### src/rtl/serial_sub_pkg.sv
// serial_sub_pkg: shared FSM state type and step-counter sizing for serial_subtractor.
package serial_sub_pkg;
    typedef enum logic [1:0] {IDLE, RUN, DONE} state_t;
    localparam int MAX_STEPS = 64;
    localparam int CNT_W = $clog2(MAX_STEPS);
endpackage

### src/rtl/sub_slice.sv
// sub_slice: combinational DIGIT-bit ripple-borrow subtract slice (d = x - y - bi).
module sub_slice import serial_sub_pkg::*; #(
    parameter int DIGIT = 4
) (
    input  logic [DIGIT-1:0] x,
    input  logic [DIGIT-1:0] y,
    input  logic             bi,
    output logic [DIGIT-1:0] d,
    output logic             bo
);
    logic [DIGIT:0] br;
    assign br[0] = bi;
    for (genvar i = 0; i < DIGIT; i++) begin : g_bit
        assign d[i]    = x[i] ^ y[i] ^ br[i];
        assign br[i+1] = (~x[i] & y[i]) | (~(x[i] ^ y[i]) & br[i]);
    end
    assign bo = br[DIGIT];
endmodule

### src/rtl/serial_subtractor.sv
// serial_subtractor: digit-serial A - B - BIN with valid/ready handshake and held result flags.
module serial_subtractor import serial_sub_pkg::*; #(
    parameter int WIDTH = 16,
    parameter int DIGIT = 4
) (
    input  logic             clk,
    input  logic             rst_n,
    input  logic             in_valid,
    output logic             in_ready,
    input  logic [WIDTH-1:0] a,
    input  logic [WIDTH-1:0] b,
    input  logic             bin,
    output logic             out_valid,
    input  logic             out_ready,
    output logic [WIDTH-1:0] diff,
    output logic             bout,
    output logic             ovf,
    output logic             zero
);
    localparam int N = WIDTH / DIGIT;
    if (DIGIT < 1 || DIGIT > WIDTH || WIDTH % DIGIT != 0) begin : g_bad_digit
        $error("serial_subtractor: DIGIT must divide WIDTH");
    end
    if (N > MAX_STEPS) begin : g_bad_steps
        $error("serial_subtractor: too many digit steps");
    end
    state_t state, state_nx;
    logic [CNT_W-1:0] cnt;
    logic [WIDTH-1:0] a_sr, b_sr, res_nx;
    logic [DIGIT-1:0] d_dig;
    logic borrow, bo_dig, a_msb, b_msb, accept, last;
    sub_slice #(.DIGIT(DIGIT)) u_slice (
        .x (a_sr[DIGIT-1:0]),
        .y (b_sr[DIGIT-1:0]),
        .bi(borrow),
        .d (d_dig),
        .bo(bo_dig)
    );
    // result digits enter from the top so the LSB digit ends at bit 0 after N steps
    assign res_nx    = (diff >> DIGIT) | (WIDTH'(d_dig) << (WIDTH - DIGIT));
    assign in_ready  = rst_n & ((state == IDLE) | ((state == DONE) & out_ready));
    assign out_valid = state == DONE;
    assign accept    = in_valid & in_ready;
    assign last      = (state == RUN) && (cnt == CNT_W'(N - 1));
    always_comb begin
        state_nx = state;
        if (accept) state_nx = RUN;
        else if (last) state_nx = DONE;
        else if (state == DONE && out_ready) state_nx = IDLE;
    end
    always_ff @(posedge clk or negedge rst_n) begin
        if (!rst_n) begin
            state  <= IDLE;
            cnt    <= '0;
            a_sr   <= '0;
            b_sr   <= '0;
            borrow <= 1'b0;
            a_msb  <= 1'b0;
            b_msb  <= 1'b0;
            diff   <= '0;
            bout   <= 1'b0;
            ovf    <= 1'b0;
            zero   <= 1'b0;
        end else begin
            state <= state_nx;
            if (accept) begin
                a_sr   <= a;
                b_sr   <= b;
                borrow <= bin;
                a_msb  <= a[WIDTH-1];
                b_msb  <= b[WIDTH-1];
                cnt    <= '0;
            end else if (state == RUN) begin
                a_sr   <= a_sr >> DIGIT;
                b_sr   <= b_sr >> DIGIT;
                borrow <= bo_dig;
                diff   <= res_nx;
                cnt    <= cnt + CNT_W'(1);
                if (last) begin
                    bout <= bo_dig;
                    ovf  <= (a_msb ^ b_msb) & (res_nx[WIDTH-1] ^ a_msb);
                    zero <= ~|res_nx;
                end
            end
        end
    end
endmodule

### config.mk
export PLATFORM = sky130hd
export DESIGN_NAME = serial_subtractor
export DESIGN_NICKNAME = d
export VERILOG_FILES = /design/src/rtl/serial_sub_pkg.sv /design/src/rtl/sub_slice.sv /design/src/rtl/serial_subtractor.sv
export SDC_FILE = /design/constraint.sdc
export NUM_CORES = 1
export LEC_CHECK = 0
export CAP_MARGIN = 20
export CORE_MARGIN = 2
export CORE_UTILIZATION = 55
export DETAILED_ROUTE_END_ITERATION = 6
export PLACE_DENSITY = 0.85
export SETUP_SLACK_MARGIN = 0.3
export SYNTH_ARGS = -nofsm -noshare
export SYNTH_HDL_FRONTEND = slang
export SYNTH_SLANG_ARGS = --single-unit
### constraint.sdc
create_clock -name clk -period 6.6 [get_ports clk]
set_clock_uncertainty 0.05 [all_clocks]
set_input_delay 1.65 -clock clk [delete_from_list [all_inputs] [get_ports clk]]
set_output_delay 1.65 -clock clk [all_outputs]
set_load 0.005 [all_outputs]
==> results.md <==
- Fin cells: 403
- Cell variety after synth: 33
- Synthesized cell area: 2870 um2
- CTS tree: done
- TNS Setup: 0 ns
- Number of remaining DRC errors: 0
- Clock buffer depth: 2
- CTS clock-pin slew for the worst setup and hold paths: 0.06 ns
- Leakage: 1.65 nW
- Peak supply drop: 0.193 mV
- Vias in the first global route: 2,227
- Port Buffers: 57
- Critical Path RT: 4.90 ns
- Antenna violations before repair: 0
- Layout cells sized above 1: 0.0721
- FF-to-FF Start: b_sr[0]$_DFFE_PN0P_
- R2R Path End: zero$_DFFE_PN0P_
- Num CTS Buffers: 9
- DRT Pass-1 Iters: 4
- Synth warn: 0
- Critical path class: input pin to primary output
- Post-route clock period utilization: 0.739
- Final min period: 4.87 ns
- Worst slew pin tran: 0.920 ns
- First-pass GRT wire length: 10,200 um
- Gate Count Post-Synth: 278
- Slew HR: 0.384
- Final Hold Vio Count: 0
- CTS sink count: 62
- Core ar.: 5070 um2
- Max Fanout on Critical Path: 25
- GRT Total Usage: 0.222
- RSZ-0062 raised after global routing: no
- Postcts setup bufs: 0
- Io pins: 58
- Crit. Startpoint: out_ready
- Number of synthesized register bits: 62
- Critical Path End: in_ready
- Total congestion overflow: 0
- Register area share after synthesis: 0.541
- Most frequent cells in the layout: dfrtp_1, clkdlybuf4s50_1, nand2_1
- Detail Route Antenna Nets: 0
- Nets: 373
- Final WL: 5840 um
- Die area: 5800 um2
- Layout area overhead: 26.6%
- Post-DP Area: 3450 um2
- Max cap viols: 0
- Most common cell after layout, fill and taps aside: dfrtp_1
- Vias/cell: 5.60
- Data arrival, critical path: 3.17 ns
- Post-detail-place hpwl: 3900 um
- DR WL/cell: 14.5 um
- Cts hold-fix bufs: 0
- Power consumption: 0.00167 W
- Clock latency on the worst-skew pair: 0.33 ns
- Fmax: 205 MHz
- Avg Cell Area, Syn: 10.3 um2
- Die height: 76.2 um
- Final core occ: 0.715
- # resized after CTS: 0
- Status: complete, no violations
- Placer Congestion: 0.766
- DIE WIDTH: 76.2 um
- Cell Pwr Density: 462 nW/um2
- Ant. Diodes: 0
- Syn Nets: 320
- Crit path launch type: input pin
- Routed via count: 2,257
- Placed instance count: 389
- Pin count of the biggest net entering global routing: 63
- Worst R2R Path Depth: 10
- Rows: 26
- Reg2reg setup slack: 3.91 ns
- H-tree Lvls: 3
- Max-slew violations: 0
- Root buffer cell: clkbuf_8
- DRT iter0 DRCs: 169
- Critical Path Sink Type: primary output
- Finished Cell Area: 3630 um2
- Initial Util: 0.565
- # setup viols final: 0
- Type of the worst min-delay path: flop to flop
routing by layer:
layer  part of all wire  up-vias  track usage  routed length (um)
met5                  0        -            0                   0
met4              0.017        0        0.111                 102
met3              0.046       12       0.0450                 271
met2               0.51       71        0.376                2960
met1               0.43     1091        0.273                2510
li1                   -     1083            -                   -
registers in the layout (all words and copies together) (netlist names):
name    flops
ovf         1
b_msb       1
state       2
bout        1
a_msb       1
a_sr       16
cnt         6
diff       16
zero        1
borrow      1
b_sr       16
power breakdown:
| group | internal (W) | total, W | switching [W] |
|---|---|---|---|
| clock network | 0.000149 | 0.000280 | 0.000131 |
| logic | 0.000365 | 0.000735 | 0.000369 |
| registers | 0.000540 | 0.000660 | 0.000120 |
kinds of logic (layout without fill, tap and decap cells):
group | Yosys count | in the layout | synth area share
multiplexers | 21 | 21 | 0.0747
flip-flops | 62 | 62 | 0.541
AO/OA/AOI/OAI | 46 | 46 | 0.102
adder cells (fa/ha/maj) | 5 | 5 | 0.0323
XOR/XNOR | 2 | 2 | 0.00611
AND/OR/NAND/NOR | 109 | 109 | 0.191
buffers and inverters | 33 | 88 | 0.0524
worst min path at each step:
stage                              start              endpoint  slack [ns]  cells past startpoint
floorplan           b_sr[15]$_DFFE_PN0P_  b_sr[15]$_DFFE_PN0P_        0.42                      1
global placement     diff[2]$_DFFE_PN0P_   diff[2]$_DFFE_PN0P_        0.41                      2
detailed placement   diff[3]$_DFFE_PN0P_   diff[3]$_DFFE_PN0P_        0.41                      2
CTS                  diff[3]$_DFFE_PN0P_   diff[3]$_DFFE_PN0P_        0.43                      2
global route         diff[0]$_DFFE_PN0P_   diff[0]$_DFFE_PN0P_        0.46                      2
finish               diff[3]$_DFFE_PN0P_   diff[3]$_DFFE_PN0P_        0.42                      2
cell type report:
cell class,instances,area [um2]
clock inverters,2,10.0
fillers,396,1450
well taps,70,87.6
clock buffers,11,151
flip-flops and latches,62,1550
repair buffers,63,618
multi-input cells,183,1160
inverters,12,45.0
cells in the mapped netlist:
cell type   n  area, um2
nand4_1    25        156
fa_1        4       80.1
mux2i_1    18        180
nor2b_1     2       12.5
nand3b_1    2       15.0
inv_1      12       45.0
o21ai_0    27        135
a21oi_1     4       20.0
nand3_1     1       5.00
or3_1       1       6.26
nor4bb_1    1       10.0
a221o_1     9       90.1
nor4_1      4       25.0
mux2_2      3       33.8
a31oi_1     1       6.26
nand2b_1    3       18.8
and2b_1     1       7.51
and3_1      1       6.26
buf_6       2       22.5
or4_1       1       7.51
clkbuf_1   10       37.5
buf_2       9       45.0
ha_1        1       12.5
nor2_1      3       11.3
xnor2_1     1       8.76
xor2_1      1       8.76
o31ai_1     1       7.51
o21a_1      1       7.51
nand2_1    54        203
dfrtp_1    62       1550
a22o_1      2       17.5
a31o_2      1       8.76
and2_1     10       62.6
critical path, cell delays in order:
cell and delay (ns):
clkdlybuf4s50_1 0.47, nand2b_1 0.12, buf_4 0.26, and2_1 0.17
clkdlybuf4s50_1 0.50
metrics by stage:
step	hold slack, ns	worst slack (ns)
floorplan	0.415	2.54
global placement	0.409	1.76
finish	0.423	1.73
detailed placement	0.412	1.75
CTS	0.427	1.73
global route	0.465	1.64
Power figures use the tool's default switching activity.
==> RTL edit: new RTL, config.mk and constraints unchanged <==
`MAX_STEPS`: 64 -> 128.
--- a/src/rtl/serial_sub_pkg.sv
+++ b/src/rtl/serial_sub_pkg.sv
@@ -3,3 +3,3 @@
     typedef enum logic [1:0] {IDLE, RUN, DONE} state_t;
-    localparam int MAX_STEPS = 64;
+    localparam int MAX_STEPS = 128;
     localparam int CNT_W = $clog2(MAX_STEPS);
Function: same outputs for any inputs over 10 cycles, from zero or initial values and one cycle with rst_n low; that may be too few to reach the edited logic, so the function may still have changed.
==> RTL edit against the unedited design <==
- setup slack better by 12 ps
- combinational power increased by 1%
- clock power grew 6%
- sequential cell count increased by 1
- non-clock buffer count decreased by 1
- total power rose by 0.91%
- routed wire length grew 13%
- register-to-register slack got worse by 130 ps
- worst hold slack better by 2.7 ps
- sequential share of layout area is essentially flat
- synthesized area increased by 2.9%
- final area grew 1.7%
- largest power group unchanged
==> RTL edit: results <==
group,metric,value,unit
run_status,status,"finished clean",
synthesis,synthArstFlopShare,100,%
synthesis,ys_seq_area_share,53.5,%
placement,gp_congestion,0.776,
routing,vias,2300,
sta,slew-limit-headroom,37.3,%
power,leakage,1.66,nW
global_route,track_usage,24.1,%
synthesis,synth_nets,325,
power,switching_share,37.8,%
routing,firstDrtPassIters,4,
routing,drt_iter0_markers,154,
placement,placed_cells,393,
finish,top_regs,"a_sr x16, b_sr x16, diff x16",
clocking,clkTransAtPathRegs,60,ps
global_route,grt_first_pass_wirelength,11.0,mm
global_route,grt_max_degree,65,
finish,n_fill_cell,410,
clocking,cts_buffers,9,
placement,io_buffers,57,
synthesis,synth_ff_type,"dfrtp_1",
critical_path,path_max_fanout,26,
finish,drive_above_1_share,7.44,%
synthesis,synth_warnings,0,
clocking,post-cts-setup-buffers,0,
synthesis,synth_top_cells_by_area,"dfrtp_1, nand2_1, mux2i_1",
critical_path,rr_startpoint,"b_sr[0]",
critical_path,cp-startpoint,"out_ready",
hold_path,hold_class,"flip-flop to flip-flop",
synthesis,synth.distinct_cells,36,
finish,layout.nets,376,
power,ir_worst_vdd,0.204,mV
critical_path,critPathRequiredTime,4900,ps
routing,drt-total-wl,6.58,mm
hold_path,hold_start,"diff[1]",
clocking,htreeDepth,3,
synthesis,synth.avg_cell_area,10.4,um2
global_route,grt_pass1_vias,2281,
finish,diodes,0,
clocking,post_cts_resized,0,
placement,place_hpwl,4.42,mm
finish,layout.cells.non_filler,406,
clocking,clk_latency,330,ps
global_route,antenna_found_initial,0,
synthesis,synth.cells.most_frequent,"dfrtp_1, nand2_1, o21ai_0",
-- RTL edit: cells by family (layout without fill, tap and decap cells) --
logic type | count (synthesis) | after routing | synth area share (%)
AND/OR/NAND/NOR | 111 | 111 | 19.8
flip-flops | 63 | 63 | 53.5
adder cells (fa/ha/maj) | 5 | 5 | 3.14
multiplexers | 21 | 21 | 7.25
buffers and inverters | 33 | 86 | 5.60
AO/OA/AOI/OAI | 48 | 48 | 10.2
XOR/XNOR | 2 | 2 | 0.594
-- RTL edit: power by group through the flow --
stage | combinational [mW] | clock (mW) | sequential, mW
finish | 0.745 | 0.296 | 0.649
global route | 0.835 | 0.317 | 0.670
CTS | 0.753 | 0.302 | 0.650
detailed placement | 0.748 | 0 | 0.657
global placement | 0.706 | 0 | 0.647
floorplan | 0.494 | 0 | 0.628
-- RTL edit: stage by stage --
stage	cell area (um2)	utilization (%)	worst slack, ps
2_1_floorplan	2950	-	2560
5_1_grt	3690	71.8	1650
3_3_place_gp	3520	68.5	1750
3_5_place_dp	3520	68.5	1760
4_1_cts	3690	71.8	1740
6_report	3690	71.8	1740
-- RTL edit: final cells by class --
class	instances	area (um2)	area share, %
inverters	11	41.3	1.12
flip-flops and latches	63	1580	42.7
clock inverters	1	5.00	0.136
multi-input cells	187	1210	32.8
repair buffers	62	603	16.4
well taps	70	87.6	2.37
clock buffers	12	165	4.48
-- RTL edit: worst paths after layout --
kind	endpoint	slack [ps]	depth (start not counted)
hold / removal	diff[1]	430	2
setup reg to reg	zero	3780	10
max in group asynchronous	diff[0]	4490	2
hold reg to reg	diff[1]	430	2
setup / recovery	in_ready	1740	5
min in group asynchronous	a_sr[0]	1470	2
-- RTL edit: metal layers --
| layer | share of wire (%) | up-vias | GRT usage [%] |
|---|---|---|---|
| li1 | - | 1084 | - |
| met2 | 48 | 73 | 37.1 |
| met4 | 2.4 | 0 | 10.7 |
| met3 | 4.4 | 13 | 6.12 |
| met1 | 45 | 1130 | 32.5 |
| met5 | 0 | - | 0 |
-- RTL edit: worst max-delay path, cell delays in order --
cell	delay, ps
clkdlybuf4s50_1	470
nand2b_1	100
buf_4	260
and2_1	170
clkdlybuf4s50_1	490
